## src/rtl/sprite_layer_renderer_if.sv

```systemverilog
// ============================================================================
// Module      : sprite_layer_renderer_if
// Description : Slot-programming bus into the sprite layer's shadow registers.
// Revision    : 1.0 - initial release
// ============================================================================
`timescale 1ns/1ps
`default_nettype none

interface sprite_layer_renderer_if #(
  parameter int NUM_SLOTS   = 4,
  parameter int NUM_SPRITES = 4,
  parameter int X_W         = 11
);
  localparam int SEL_W   = (NUM_SLOTS   > 1) ? $clog2(NUM_SLOTS)   : 1;
  localparam int SPRID_W = (NUM_SPRITES > 1) ? $clog2(NUM_SPRITES) : 1;

  logic               slot_wr;
  logic [SEL_W-1:0]   slot_sel;
  logic               slot_en;
  logic [X_W-1:0]     slot_x;
  logic [9:0]         slot_y;
  logic [SPRID_W-1:0] slot_spr;

  modport master (
    output slot_wr, slot_sel, slot_en, slot_x, slot_y, slot_spr
  );

  modport slave (
    input  slot_wr, slot_sel, slot_en, slot_x, slot_y, slot_spr
  );
endinterface

`default_nettype wire

```

## src/rtl/sprite_layer_renderer.sv

```systemverilog
// ============================================================================
// Module      : sprite_layer_renderer
// Description : Multi-slot scrolling sprite layer; emits palette index 2 cycles
//               after the pixel coordinate is sampled.
// Revision    : 1.0 - initial release
// ============================================================================
`timescale 1ns/1ps
`default_nettype none

module sprite_layer_renderer #(
  parameter int NUM_SLOTS   = 4,
  parameter int NUM_SPRITES = 4,
  parameter int SPR_W       = 32,
  parameter int SPR_H       = 32,
  parameter int IDX_W       = 4,
  parameter int TRANSP_IDX  = 0,
  parameter int X_W         = 11,
  parameter int ADDR_W      = 12,
  localparam int SEL_W      = (NUM_SLOTS   > 1) ? $clog2(NUM_SLOTS)   : 1,
  localparam int SPRID_W    = (NUM_SPRITES > 1) ? $clog2(NUM_SPRITES) : 1
) (
  input  wire logic                 vga_clk,
  input  wire logic                 reset_n,
  input  wire logic [9:0]           DrawX,
  input  wire logic [9:0]           DrawY,
  input  wire logic                 blank,
  input  wire logic                 frame_start,
  input  wire logic                 run,
  input  wire logic [3:0]           scroll_speed,
  sprite_layer_renderer_if.slave    slot_bus,
  output logic      [ADDR_W-1:0]    rom_address,
  input  wire logic [IDX_W-1:0]     rom_q,
  output logic      [IDX_W-1:0]     pix_idx,
  output logic                      pix_valid,
  output logic      [SEL_W-1:0]     pix_slot,
  output logic      [X_W-1:0]       scroll_pos
);

  localparam int LX_W = $clog2(SPR_W);
  localparam int LY_W = $clog2(SPR_H);

  localparam logic [X_W-1:0]   c_spr_w  = X_W'(SPR_W);
  localparam logic [9:0]       c_spr_h  = 10'(SPR_H);
  localparam logic [IDX_W-1:0] c_transp = IDX_W'(TRANSP_IDX);

  // Shadow slots take CPU writes; active slots are what the hit test sees.
  logic               r_sh_en  [NUM_SLOTS];
  logic [X_W-1:0]     r_sh_x   [NUM_SLOTS];
  logic [9:0]         r_sh_y   [NUM_SLOTS];
  logic [SPRID_W-1:0] r_sh_spr [NUM_SLOTS];

  logic               r_act_en  [NUM_SLOTS];
  logic [X_W-1:0]     r_act_x   [NUM_SLOTS];
  logic [9:0]         r_act_y   [NUM_SLOTS];
  logic [SPRID_W-1:0] r_act_spr [NUM_SLOTS];

  logic [X_W-1:0]     r_scroll;

  logic [NUM_SLOTS-1:0] w_wr_sel;
  logic [NUM_SLOTS-1:0] w_hit;
  logic [X_W-1:0]       w_lx [NUM_SLOTS];
  logic [9:0]           w_ly [NUM_SLOTS];

  logic               w_win_hit;
  logic [SEL_W-1:0]   w_win_slot;
  logic [LX_W-1:0]    w_win_lx;
  logic [LY_W-1:0]    w_win_ly;
  logic [SPRID_W-1:0] w_win_spr;

  logic               r_a_hit;
  logic [SEL_W-1:0]   r_a_slot;
  logic [LX_W-1:0]    r_a_lx;
  logic [LY_W-1:0]    r_a_ly;
  logic [SPRID_W-1:0] r_a_spr;
  logic               r_a_blank;

  logic               r_b_hit;
  logic [SEL_W-1:0]   r_b_slot;
  logic               r_b_blank;

  logic               w_opaque;
  logic [IDX_W-1:0]   r_pix_idx;
  logic               r_pix_valid;
  logic [SEL_W-1:0]   r_pix_slot;

  // Per-slot write decode and world-space hit test; lx wraps so sprites
  // straddling the world seam still render.
  for (genvar gi = 0; gi < NUM_SLOTS; gi++) begin : g_slot
    assign w_wr_sel[gi] = slot_bus.slot_wr && (slot_bus.slot_sel == SEL_W'(gi));
    assign w_lx[gi]     = X_W'(DrawX) + r_scroll - r_act_x[gi];
    assign w_ly[gi]     = DrawY - r_act_y[gi];
    assign w_hit[gi]    = r_act_en[gi] && (w_lx[gi] < c_spr_w) && (w_ly[gi] < c_spr_h);
  end

  always_comb begin
    w_win_hit  = 1'b0;
    w_win_slot = '0;
    w_win_lx   = '0;
    w_win_ly   = '0;
    w_win_spr  = '0;
    for (int i = NUM_SLOTS - 1; i >= 0; i--) begin
      if (w_hit[i]) begin
        w_win_hit  = 1'b1;
        w_win_slot = SEL_W'(i);
        w_win_lx   = w_lx[i][LX_W-1:0];
        w_win_ly   = w_ly[i][LY_W-1:0];
        w_win_spr  = r_act_spr[i];
      end
    end
  end

  // A write coinciding with frame_start is forwarded into the commit.
  always_ff @(posedge vga_clk) begin
    if (!reset_n) begin
      for (int i = 0; i < NUM_SLOTS; i++) begin
        r_sh_en[i]   <= 1'b0;
        r_sh_x[i]    <= '0;
        r_sh_y[i]    <= '0;
        r_sh_spr[i]  <= '0;
        r_act_en[i]  <= 1'b0;
        r_act_x[i]   <= '0;
        r_act_y[i]   <= '0;
        r_act_spr[i] <= '0;
      end
      r_scroll <= '0;
    end else begin
      for (int i = 0; i < NUM_SLOTS; i++) begin
        if (w_wr_sel[i]) begin
          r_sh_en[i]  <= slot_bus.slot_en;
          r_sh_x[i]   <= slot_bus.slot_x;
          r_sh_y[i]   <= slot_bus.slot_y;
          r_sh_spr[i] <= slot_bus.slot_spr;
        end
        if (frame_start) begin
          r_act_en[i]  <= w_wr_sel[i] ? slot_bus.slot_en  : r_sh_en[i];
          r_act_x[i]   <= w_wr_sel[i] ? slot_bus.slot_x   : r_sh_x[i];
          r_act_y[i]   <= w_wr_sel[i] ? slot_bus.slot_y   : r_sh_y[i];
          r_act_spr[i] <= w_wr_sel[i] ? slot_bus.slot_spr : r_sh_spr[i];
        end
      end
      if (frame_start && run) begin
        r_scroll <= r_scroll + X_W'(scroll_speed);
      end
    end
  end

  always_ff @(posedge vga_clk) begin
    if (!reset_n) begin
      r_a_hit   <= 1'b0;
      r_a_slot  <= '0;
      r_a_lx    <= '0;
      r_a_ly    <= '0;
      r_a_spr   <= '0;
      r_a_blank <= 1'b0;
      r_b_hit   <= 1'b0;
      r_b_slot  <= '0;
      r_b_blank <= 1'b0;
    end else begin
      r_a_hit   <= w_win_hit;
      r_a_slot  <= w_win_slot;
      r_a_lx    <= w_win_lx;
      r_a_ly    <= w_win_ly;
      r_a_spr   <= w_win_spr;
      r_a_blank <= blank;
      r_b_hit   <= r_a_hit;
      r_b_slot  <= r_a_slot;
      r_b_blank <= r_a_blank;
    end
  end

  // Power-of-2 sprite dimensions make the address a plain field concatenation.
  assign rom_address = r_a_hit ? ADDR_W'({r_a_spr, r_a_ly, r_a_lx}) : '0;

  // A transparent winner hides lower-priority slots rather than falling through.
  assign w_opaque = r_b_blank && r_b_hit && (rom_q != c_transp);

  always_ff @(posedge vga_clk) begin
    if (!reset_n) begin
      r_pix_valid <= 1'b0;
      r_pix_idx   <= '0;
      r_pix_slot  <= '0;
    end else begin
      r_pix_valid <= w_opaque;
      r_pix_idx   <= w_opaque ? rom_q    : '0;
      r_pix_slot  <= w_opaque ? r_b_slot : '0;
    end
  end

  assign pix_valid  = r_pix_valid;
  assign pix_idx    = r_pix_idx;
  assign pix_slot   = r_pix_slot;
  assign scroll_pos = r_scroll;

endmodule

`default_nettype wire

```

## src/flat_wrapper.sv

```systemverilog
// flat-port wrapper written by rule: the top's interface ports become plain ports
module sprite_layer_renderer_flat 
#(
  parameter int NUM_SLOTS   = 4,
  parameter int NUM_SPRITES = 4,
  parameter int SPR_W       = 32,
  parameter int SPR_H       = 32,
  parameter int IDX_W       = 4,
  parameter int TRANSP_IDX  = 0,
  parameter int X_W         = 11,
  parameter int ADDR_W      = 12,
  localparam int SEL_W      = (NUM_SLOTS   > 1) ? $clog2(NUM_SLOTS)   : 1,
  localparam int SPRID_W    = (NUM_SPRITES > 1) ? $clog2(NUM_SPRITES) : 1
)
  (vga_clk, reset_n, DrawX, DrawY, blank, frame_start, run, scroll_speed, rom_address, rom_q, pix_idx, pix_valid, pix_slot, scroll_pos, slot_bus_slot_wr, slot_bus_slot_sel, slot_bus_slot_en, slot_bus_slot_x, slot_bus_slot_y, slot_bus_slot_spr);
  sprite_layer_renderer_if #(.NUM_SLOTS(NUM_SLOTS), .NUM_SPRITES(NUM_SPRITES), .X_W(X_W)) slot_bus_i ();
  input  wire logic vga_clk;
  input  wire logic reset_n;
  input  wire logic [9:0] DrawX;
  input  wire logic [9:0] DrawY;
  input  wire logic blank;
  input  wire logic frame_start;
  input  wire logic run;
  input  wire logic [3:0] scroll_speed;
  output logic      [ADDR_W-1:0] rom_address;
  input  wire logic [IDX_W-1:0] rom_q;
  output logic      [IDX_W-1:0] pix_idx;
  output logic pix_valid;
  output logic      [SEL_W-1:0] pix_slot;
  output logic      [X_W-1:0] scroll_pos;
  input wire logic [$bits(slot_bus_i.slot_wr)-1:0] slot_bus_slot_wr;
  input wire logic [$bits(slot_bus_i.slot_sel)-1:0] slot_bus_slot_sel;
  input wire logic [$bits(slot_bus_i.slot_en)-1:0] slot_bus_slot_en;
  input wire logic [$bits(slot_bus_i.slot_x)-1:0] slot_bus_slot_x;
  input wire logic [$bits(slot_bus_i.slot_y)-1:0] slot_bus_slot_y;
  input wire logic [$bits(slot_bus_i.slot_spr)-1:0] slot_bus_slot_spr;
  assign slot_bus_i.slot_wr = slot_bus_slot_wr;
  assign slot_bus_i.slot_sel = slot_bus_slot_sel;
  assign slot_bus_i.slot_en = slot_bus_slot_en;
  assign slot_bus_i.slot_x = slot_bus_slot_x;
  assign slot_bus_i.slot_y = slot_bus_slot_y;
  assign slot_bus_i.slot_spr = slot_bus_slot_spr;
  sprite_layer_renderer #(.NUM_SLOTS(NUM_SLOTS), .NUM_SPRITES(NUM_SPRITES), .SPR_W(SPR_W), .SPR_H(SPR_H), .IDX_W(IDX_W), .TRANSP_IDX(TRANSP_IDX), .X_W(X_W), .ADDR_W(ADDR_W)) u_core (.vga_clk(vga_clk), .reset_n(reset_n), .DrawX(DrawX), .DrawY(DrawY), .blank(blank), .frame_start(frame_start), .run(run), .scroll_speed(scroll_speed), .slot_bus(slot_bus_i), .rom_address(rom_address), .rom_q(rom_q), .pix_idx(pix_idx), .pix_valid(pix_valid), .pix_slot(pix_slot), .scroll_pos(scroll_pos));
endmodule
```

## config.mk

```make
export PLATFORM = sky130hd
export DESIGN_NAME = sprite_layer_renderer_flat
export DESIGN_NICKNAME = d
export VERILOG_FILES = /design/src/rtl/sprite_layer_renderer_if.sv /design/src/rtl/sprite_layer_renderer.sv /design/src/flat_wrapper.sv
export SDC_FILE = /design/constraint.sdc
export NUM_CORES = 1
export LEC_CHECK = 0
export ABC_CLOCK_PERIOD_IN_PS = 5750
export BUFFER_PORTS_ARGS = -buffer_cell sky130_fd_sc_hd__buf_4
export CORE_ASPECT_RATIO = 1.25
export CORE_MARGIN = 1
export CORE_UTILIZATION = 45
export CTS_BUF_LIST = sky130_fd_sc_hd__clkbuf_4
export CTS_CLUSTER_DIAMETER = 40
export CTS_CLUSTER_SIZE = 16
export DETAILED_ROUTE_END_ITERATION = 8
export PLACE_DENSITY = 0.6
export SLEW_MARGIN = 20
export SYNTH_ARGS = -nofsm -noshare
export SYNTH_HDL_FRONTEND = slang
export SYNTH_SLANG_ARGS = --single-unit
export TNS_END_PERCENT = 30
```

## constraint.sdc

```tcl
create_clock -name vga_clk -period 5.75 [get_ports vga_clk]
set_input_delay 0 -clock vga_clk [delete_from_list [all_inputs] [get_ports vga_clk]]
set_output_delay 0 -clock vga_clk [all_outputs]
set_load 0.1 [all_outputs]
```

==> summary.md, run 1 <==
| Metric | Value |
|---|---|
| Final Critical Period | 5030 ps |
| Syn_area_per_cell | 9.76 µm² |
| Reg clk slew, reported paths | 140 ps |
| Dpl cells | 1843 |
| Setup Total Neg Slack | 0 ps |
| Final setup viols | 0 |
| XOR/XNOR share of the synthesized area | 3.63% |
| Pwr Density | 258 nW/µm² |
| CTS tree | yes |
| Area grow syn2layout | 16.3% |
| GRT busiest layer | met2 |
| Clock power share | 28.3% |
| # nets final | 1700 |
| # hold bufs at CTS | 66 |
| Max cap viols | 0 |
| Initial drt markers | 810 |
| HP Class | in2reg |
| Clk_skew | 33.8 ps |
| Compound-Gate Fraction of Synth Area | 15.3% |
| CTS root buffer | clkbuf_4 |
| Total CTS buffers | 30 |
| RePlAce Congestion | 0.941 |
| Setup Buffers After CTS | 0 |
| Adder-Cell Fraction of Synth Area | 9.70% |
| EDFF count, synth | 189 |
| Unrepaired setup endpoints after global routing | no |
| Fmax | 0.199 GHz |
| Met1 Use GR | 35.2% |
| Switching pwr | 0.00138 W |
| Rel. slew slack | 32.6% |
| Proportion of synthesized area in mux cells | 0.366% |
| Mapped Area | 13700 µm² |
| Register bit count reported by yosys | 230 |
| Finished Cell Area | 15900 µm² |
| Leakage | 6.70 nW |
| Vias per cell | 5.61 |
| Critical setup path kind | reg2reg |
| DRT Wirelength | 39300 µm |
| Number of library cell types mapped by synthesis | 70 |
| Core area | 30000 µm² |
| # clock sinks | 230 |
| Syn Inst Count | 1402 |
| Seq pwr share | 47.6% |
| Main combinational cell family by area after synthesis | simple AND/OR/NAND/NOR gates |
| Final non-filler cell total | 1966 |
| Die Ht | 197 µm |
| Die footprint | 31100 µm² |
| Commonest cells after routing, fill and taps aside | nand2_1, edfxtp_1, a21oi_1 |
| I/O Pins | 90 |
| Final ANT Viol Nets | 0 |
| Worst Setup End Kind | register |
| Arrival time at the worst endpoint | 5710 ps |
| Sw Ratio | 33.6% |
| Port bufs | 89 |
| Initial DRT Pass Iterations | 5 |
| M3 GR Usage | 2.31% |
| Worst setup SP type | register |
| Worst skew pair latency | 750 ps |
| Initial antenna violation count | 1 |
| Max IR drop VDD | 0.133 mV |
| Most used DFF post-synth | edfxtp_1 |
| GR Util met2 | 41.1% |
| Layout cells sized above 1 | 11.2% |
| Fill count | 2771 |
| Crit-path max FO | 7 |
| Status | completed |
| Maximum level of the CTS H-tree | 1 |
| First-pass GRT wire length | 60000 µm |
| Number of global-route vias before repair | 10632 |
| Die W | 158 µm |
| Comb power frac | 24.1% |
| Sequential-to-total area share from yosys stat | 47.5% |
| Max clock buf depth | 3 |
| Largest net degree at the start of global routing | 94 |
| Worst EP required | 6420 ps |
| CTS resizes | 0 |
| Post-synth ARST share | 0% |
| DRC Markers | 0 |
| Syn_nets | 1562 |
| GR Util All Layers | 25.5% |
| WL/cell | 20.0 µm |
| Detailed placement HPWL | 26800 µm |
| Synth Area in Simple Gates | 18.8% |
| Most common cell after layout, fill and taps aside | nand2_1 |
| Effective utilization at floorplan | 45.5% |
| Final hold violation count | 0 |
| Final period util | 87.6% |
| Synth Warn # | 0 |
| Vias | 11037 |
| DP Area | 14700 µm² |
| Final Max Slew Viols | 0 |
| Cell Rows | 71 |
| Internal | 0.00272 W |
| Least-Margin Pin Slew | 1010 ps |
| Total grt overflow | 0 |
## path summary, 6_finish.rpt
check	startpoint	to	slack, ps	depth (start not counted)
setup reg to reg	u_core.scroll_pos[0]$_SDFFE_PN0P_	u_core.r_a_ly[1]$_SDFF_PN0_	720	21
hold reg to reg	u_core.r_b_slot[1]$_SDFF_PN0_	u_core.pix_slot[1]$_SDFF_PN0_	440	1
setup / recovery	u_core.scroll_pos[0]$_SDFFE_PN0P_	u_core.r_a_ly[1]$_SDFF_PN0_	720	21
hold / removal	scroll_speed[0]	u_core.scroll_pos[3]$_SDFFE_PN0P_	100	8
## logic make-up (layout without fill, tap and decap cells)
| group | Yosys count | after routing |
|---|---|---|
| buf+inv | 167 | 329 |
| xor+xnor | 55 | 55 |
| other cells | 0 | 1 |
| mux | 5 | 5 |
| fa+ha+maj | 100 | 100 |
| simple gates | 517 | 517 |
| compound gates | 328 | 328 |
| flops | 230 | 230 |
## synth_stat cells (all sizes together) (25+ instances only)
master	n	share of area, %
ha	90	8.2
and2	29	1.3
edfxtp	189	41
nor2	55	1.5
inv	104	2.9
nand2	220	6.0
clkbuf	54	1.5
o21ai	39	1.4
dfxtp	41	6.0
a21oi	139	5.1
xnor2	25	1.6
and3	101	4.6
xor2	29	1.9
## metal layers
metal	vias up	wire (µm)	share of wire, %
li1	5358	-	-
met1	5227	17500	44
met2	367	18200	46
met3	85	2190	5.6
met4	0	1440	3.7
met5	-	0	0
## power by group through the flow
stage,logic [W],registers [W],clock network (W)
floorplan,0.000627,0.00199,0
finish,0.000987,0.00195,0.00116
detailed placement,0.000935,0.00199,0
global placement,0.000933,0.00199,0
CTS,0.000979,0.00195,0.00120
global route,0.00108,0.00196,0.00125
## registers in the layout (all words and copies together), names as in the netlist, 8 cells and up
name / count
u_core.r_act_x: 44
u_core.r_sh_x: 44
u_core.r_act_y: 40
u_core.r_sh_y: 40
u_core.scroll_pos: 11
u_core.r_act_spr: 8
u_core.r_sh_spr: 8
## per-stage QoR
stage / utilization, % / total power (W) / setup WS (ps) / hold WS (ps)
2_1_floorplan: - / 0.00261 / 702 / 122
3_3_place_gp: 49.0 / 0.00292 / 934 / 218
3_5_place_dp: 49.0 / 0.00292 / 780 / 219
4_1_cts: 53.0 / 0.00413 / 777 / 5.85
5_1_grt: 53.0 / 0.00429 / 381 / 71.3
6_report: 53.0 / 0.00410 / 715 / 98.4
## critical path, cell delays in order, from the launching register on
cell	delay, ps
dfxtp_1	410
ha_1	200
inv_1	60
fa_1	390
nand2b_1	200
a21oi_1	170
o21ai_0	100
nand2b_1	110
a21oi_1	80
nor2_1	90
nor2_1	50
xnor2_1	540
ha_1	410
a21oi_1	170
o22ai_1	100
a211oi_1	180
o211ai_1	110
nor4_1	320
nor4bb_1	440
o311a_1	430
a221oi_1	130
o32ai_1	290
## area by class of cell
| type | count | area (µm²) | share of cell area, % |
|---|---|---|---|
| Tap cell | 401 | 502 | 3.15 |
| Clock buffer | 32 | 240 | 1.51 |
| Multi-Input combinational cell | 1005 | 6560 | 41.2 |
| Clock inverter | 24 | 289 | 1.82 |
| Inverter | 104 | 390 | 2.45 |
| Antenna cell | 1 | 2.50 | 0.0157 |
| Timing Repair Buffer | 169 | 1430 | 9.01 |
| Sequential cell | 230 | 6500 | 40.8 |
Power figures use the tool's default switching activity.
==> run 2: changes to the inputs <==
Settings changed: CORE_ASPECT_RATIO 1.25 to 0.8.
==> run 2 against run 1 <==
Combinational power increased by 1%. Clock-buffer cell count is 4 higher. Global-route usage up 1.6 points. Critical path depth down 3. Register-to-register slack barely moved. Sequential share of layout area is 0.093 points higher. Routed wire length grew 6.4%. Sequential power about the same. Worst setup slack better by 10 ps. Clock skew is 25 ps higher. Sequential cell count unchanged. Clock power barely moved.
==> summary.md, run 2 (synthesis gave the netlist of run 1 again) <==
| Metric | Value |
|---|---|
| Worst skew pair latency | 830 ps (was 750 ps) |
| Worst reg2reg startpoint | u_core.scroll_pos[0]$_SDFFE_PN0P_ (unchanged) |
| Total grt overflow | 0 (unchanged) |
| Leakage | 6.65 nW (was 6.70 nW) |
| Hold path depth | 3 (was 8) |
| Setup Total Neg Slack | 0 ps (unchanged) |
| Final ANT Viol Nets | 0 (unchanged) |
| Vias per cell | 5.65 (was 5.61) |
| Commonest cells after routing, fill and taps aside | nand2_1, edfxtp_1, a21oi_1 (unchanged) |
| Place WS | 783 ps (was 780 ps) |
| FF-to-FF setup slack | 730 ps (was 720 ps) |
| CP max stage delay | 700 ps (was 540 ps) |
| Final hold violation count | 0 (unchanged) |
| # clock sinks | 230 (unchanged) |
| Slowest cell on crit path | xnor2_1 (unchanged) |
| # nets final | 1701 (was 1700) |
| Least-Margin Pin Slew | 938 ps (was 1010 ps) |
| Top flop regs | u_core.r_act_x: 44 flops, u_core.r_sh_x: 44 flops (unchanged) |
| Final period util | 87.4% (was 87.6%) |
| Die W | 197 µm (was 158 µm) |
| Vias | 11129 (was 11037) |
| DRC Markers | 0 (unchanged) |
| Max IR drop VDD | 0.166 mV (was 0.133 mV) |
| Reg clk slew, reported paths | 110 ps (was 140 ps) |
| HP Class | in2reg (unchanged) |
| CTS tree | yes (unchanged) |
| Max clock buf depth | 3 (unchanged) |
| Die Ht | 158 µm (was 197 µm) |
| Initial drt markers | 1004 (was 810) |
| Fmax | 0.199 GHz (about the same) |
| Maximum level of the CTS H-tree | 1 (unchanged) |
| Initial DRT Pass Iterations | 5 (unchanged) |
| Number of global-route vias before repair | 10466 (was 10632) |
| Unrepaired setup endpoints after global routing | no (unchanged) |
| Area grow syn2layout | 16.1% (was 16.3%) |
| Worst r2r dst | u_core.r_a_lx[0]$_SDFF_PN0_ (was u_core.r_a_ly[1]$_SDFF_PN0_) |
| Most common cell after layout, fill and taps aside | nand2_1 (unchanged) |
| Critical setup path kind | reg2reg (unchanged) |
| Cell Rows | 56 (was 71) |
| Crit-path cells | ha_1, inv_1, fa_1, nand2b_1, a21oi_1, o21ai_0, nand2b_1, xor2_1, ha_1, o21ai_0, o21bai_1, a31o_2, a21oi_1, xor2_1, xnor2_1, o311a_1, a221oi_1, o32ai_1 (was ha_1, inv_1, fa_1, nand2b_1, a21oi_1, o21ai_0, nand2b_1, a21oi_1, nor2_1, nor2_1, xnor2_1, ha_1, a21oi_1, o22ai_1, a211oi_1, o211ai_1, nor4_1, nor4bb_1, o311a_1, a221oi_1, o32ai_1) |
| Final setup viols | 0 (unchanged) |
| PnR Total Power | 0.00409 W (was 0.00410 W) |
| Hold_ws | 59.3 ps (was 98.4 ps) |
| Buffer and inverter count on the worst path | 1 (unchanged) |
| Crit path depth | 18 (was 21) |
| Effective utilization at floorplan | 46.3% (was 45.5%) |
| Finished Core Util | 53.7% (was 53.0%) |
| First-pass GRT wire length | 62900 µm (was 60000 µm) |
| Port bufs | 89 (unchanged) |
| Fill count | 2742 (was 2771) |
| DRT Wirelength | 41700 µm (was 39300 µm) |
| Rel. slew slack | 37.2% (was 32.6%) |
| Worst R2R Path Depth | 18 (was 21) |
| Core area | 29600 µm² (was 30000 µm²) |
| RePlAce Congestion | 0.900 (was 0.941) |
| I/O Pins | 90 (unchanged) |
| Max cap viols | 0 (unchanged) |
| Die footprint | 31100 µm² (unchanged) |
| Layout cells sized above 1 | 11.4% (was 11.2%) |
| WL/cell | 21.2 µm (was 20.0 µm) |
| Arrival time at the worst endpoint | 5740 ps (was 5710 ps) |
| Detailed placement HPWL | 28900 µm (was 26800 µm) |
| Worst Setup End Kind | register (unchanged) |
| Crit-path max FO | 9 (was 7) |
| Pwr Density | 258 nW/µm² (about the same) |
| CTS root buffer | clkbuf_4 (unchanged) |
| Final Critical Period | 5020 ps (was 5030 ps) |
| Initial antenna violation count | 2 (was 1) |
| CP delay by family, top | compound AO/OA/AOI/OAI gates (unchanged) |
| PnR worst setup slack | 725 ps (was 715 ps) |
| Worst setup SP type | register (unchanged) |
| Largest net degree at the start of global routing | 88 (was 94) |
| Final Max Slew Viols | 0 (unchanged) |
| GR Util All Layers | 27.1% (was 25.5%) |
| Multi-input logic area | 6550 µm² (was 6560 µm²) |
| Status | completed (unchanged) |
| Clk_skew | 58.9 ps (was 33.8 ps) |
| Critical path startpoint | u_core.scroll_pos[0]$_SDFFE_PN0P_ (unchanged) |
| Reg area | 6500 µm² (unchanged) |
| Worst EP required | 6460 ps (was 6420 ps) |
| Total CTS buffers | 31 (was 30) |
| CP endpoint | u_core.r_a_lx[0]$_SDFF_PN0_ (was u_core.r_a_ly[1]$_SDFF_PN0_) |
run 2: worst min-delay path by stage:
stage	start	endpoint	slack, ps
floorplan	rom_q[0]	u_core.pix_idx[0]$_SDFF_PN0_	120
CTS	rom_q[0]	u_core.pix_valid$_SDFF_PN0_	4
global route	rom_q[0]	u_core.pix_valid$_SDFF_PN0_	30
detailed placement	blank	u_core.r_a_blank$_SDFF_PN0_	210
global placement	blank	u_core.r_a_blank$_SDFF_PN0_	210
finish	rom_q[0]	u_core.pix_valid$_SDFF_PN0_	60
run 2: worst reg2reg max path: stages (launching register included):
cell,delay [ps]
dfxtp_1,400
ha_1,190
inv_1,60
fa_1,400
nand2b_1,200
a21oi_1,170
o21ai_0,90
nand2b_1,120
xor2_1,500
ha_1,380
o21ai_0,260
o21bai_1,110
a31o_2,240
a21oi_1,170
xor2_1,110
xnor2_1,700
o311a_1,400
a221oi_1,120
o32ai_1,310
run 2: report_power, final:
part | total (W) | internal (W) | switching, W
logic | 0.000999 | 0.000377 | 0.000621
clock network | 0.00114 | 0.000466 | 0.000672
registers | 0.00196 | 0.00191 | 0.0000456
run 2: what timing repair did:
action                    in CTS  in global routing
hold endpoints to repair     230                  0
gates resized for setup        0                  0
hold buffers                  64                  0
buffers inserted               0                  0
run 2: cell type report:
class / count / area share [%]
timing repair buffer: 169 / 9.02
clock inverter: 20 / 1.39
tap: 406 / 3.20
clock buffer: 36 / 1.70
multi-input combinational: 1005 / 41.3
inverter: 104 / 2.46
sequential: 230 / 40.9
antenna: 1 / 0.0158
run 2: per-layer routing:
layer  vias up  routed length (µm)  global-route usage (%)
met4         0                 916                    6.05
li1       5357                   -                       -
met5         -                   0                       0
met3        65                3490                    6.28
met1      5280               20700                    41.3
met2       427               16600                    38.5
run 2: through the flow:
stage	cells	area, µm²
2_1_floorplan	1402	13700
3_5_place_dp	1850	14700
3_3_place_gp	1850	14700
4_1_cts	1970	15900
6_report	1971	15900
5_1_grt	1971	15900
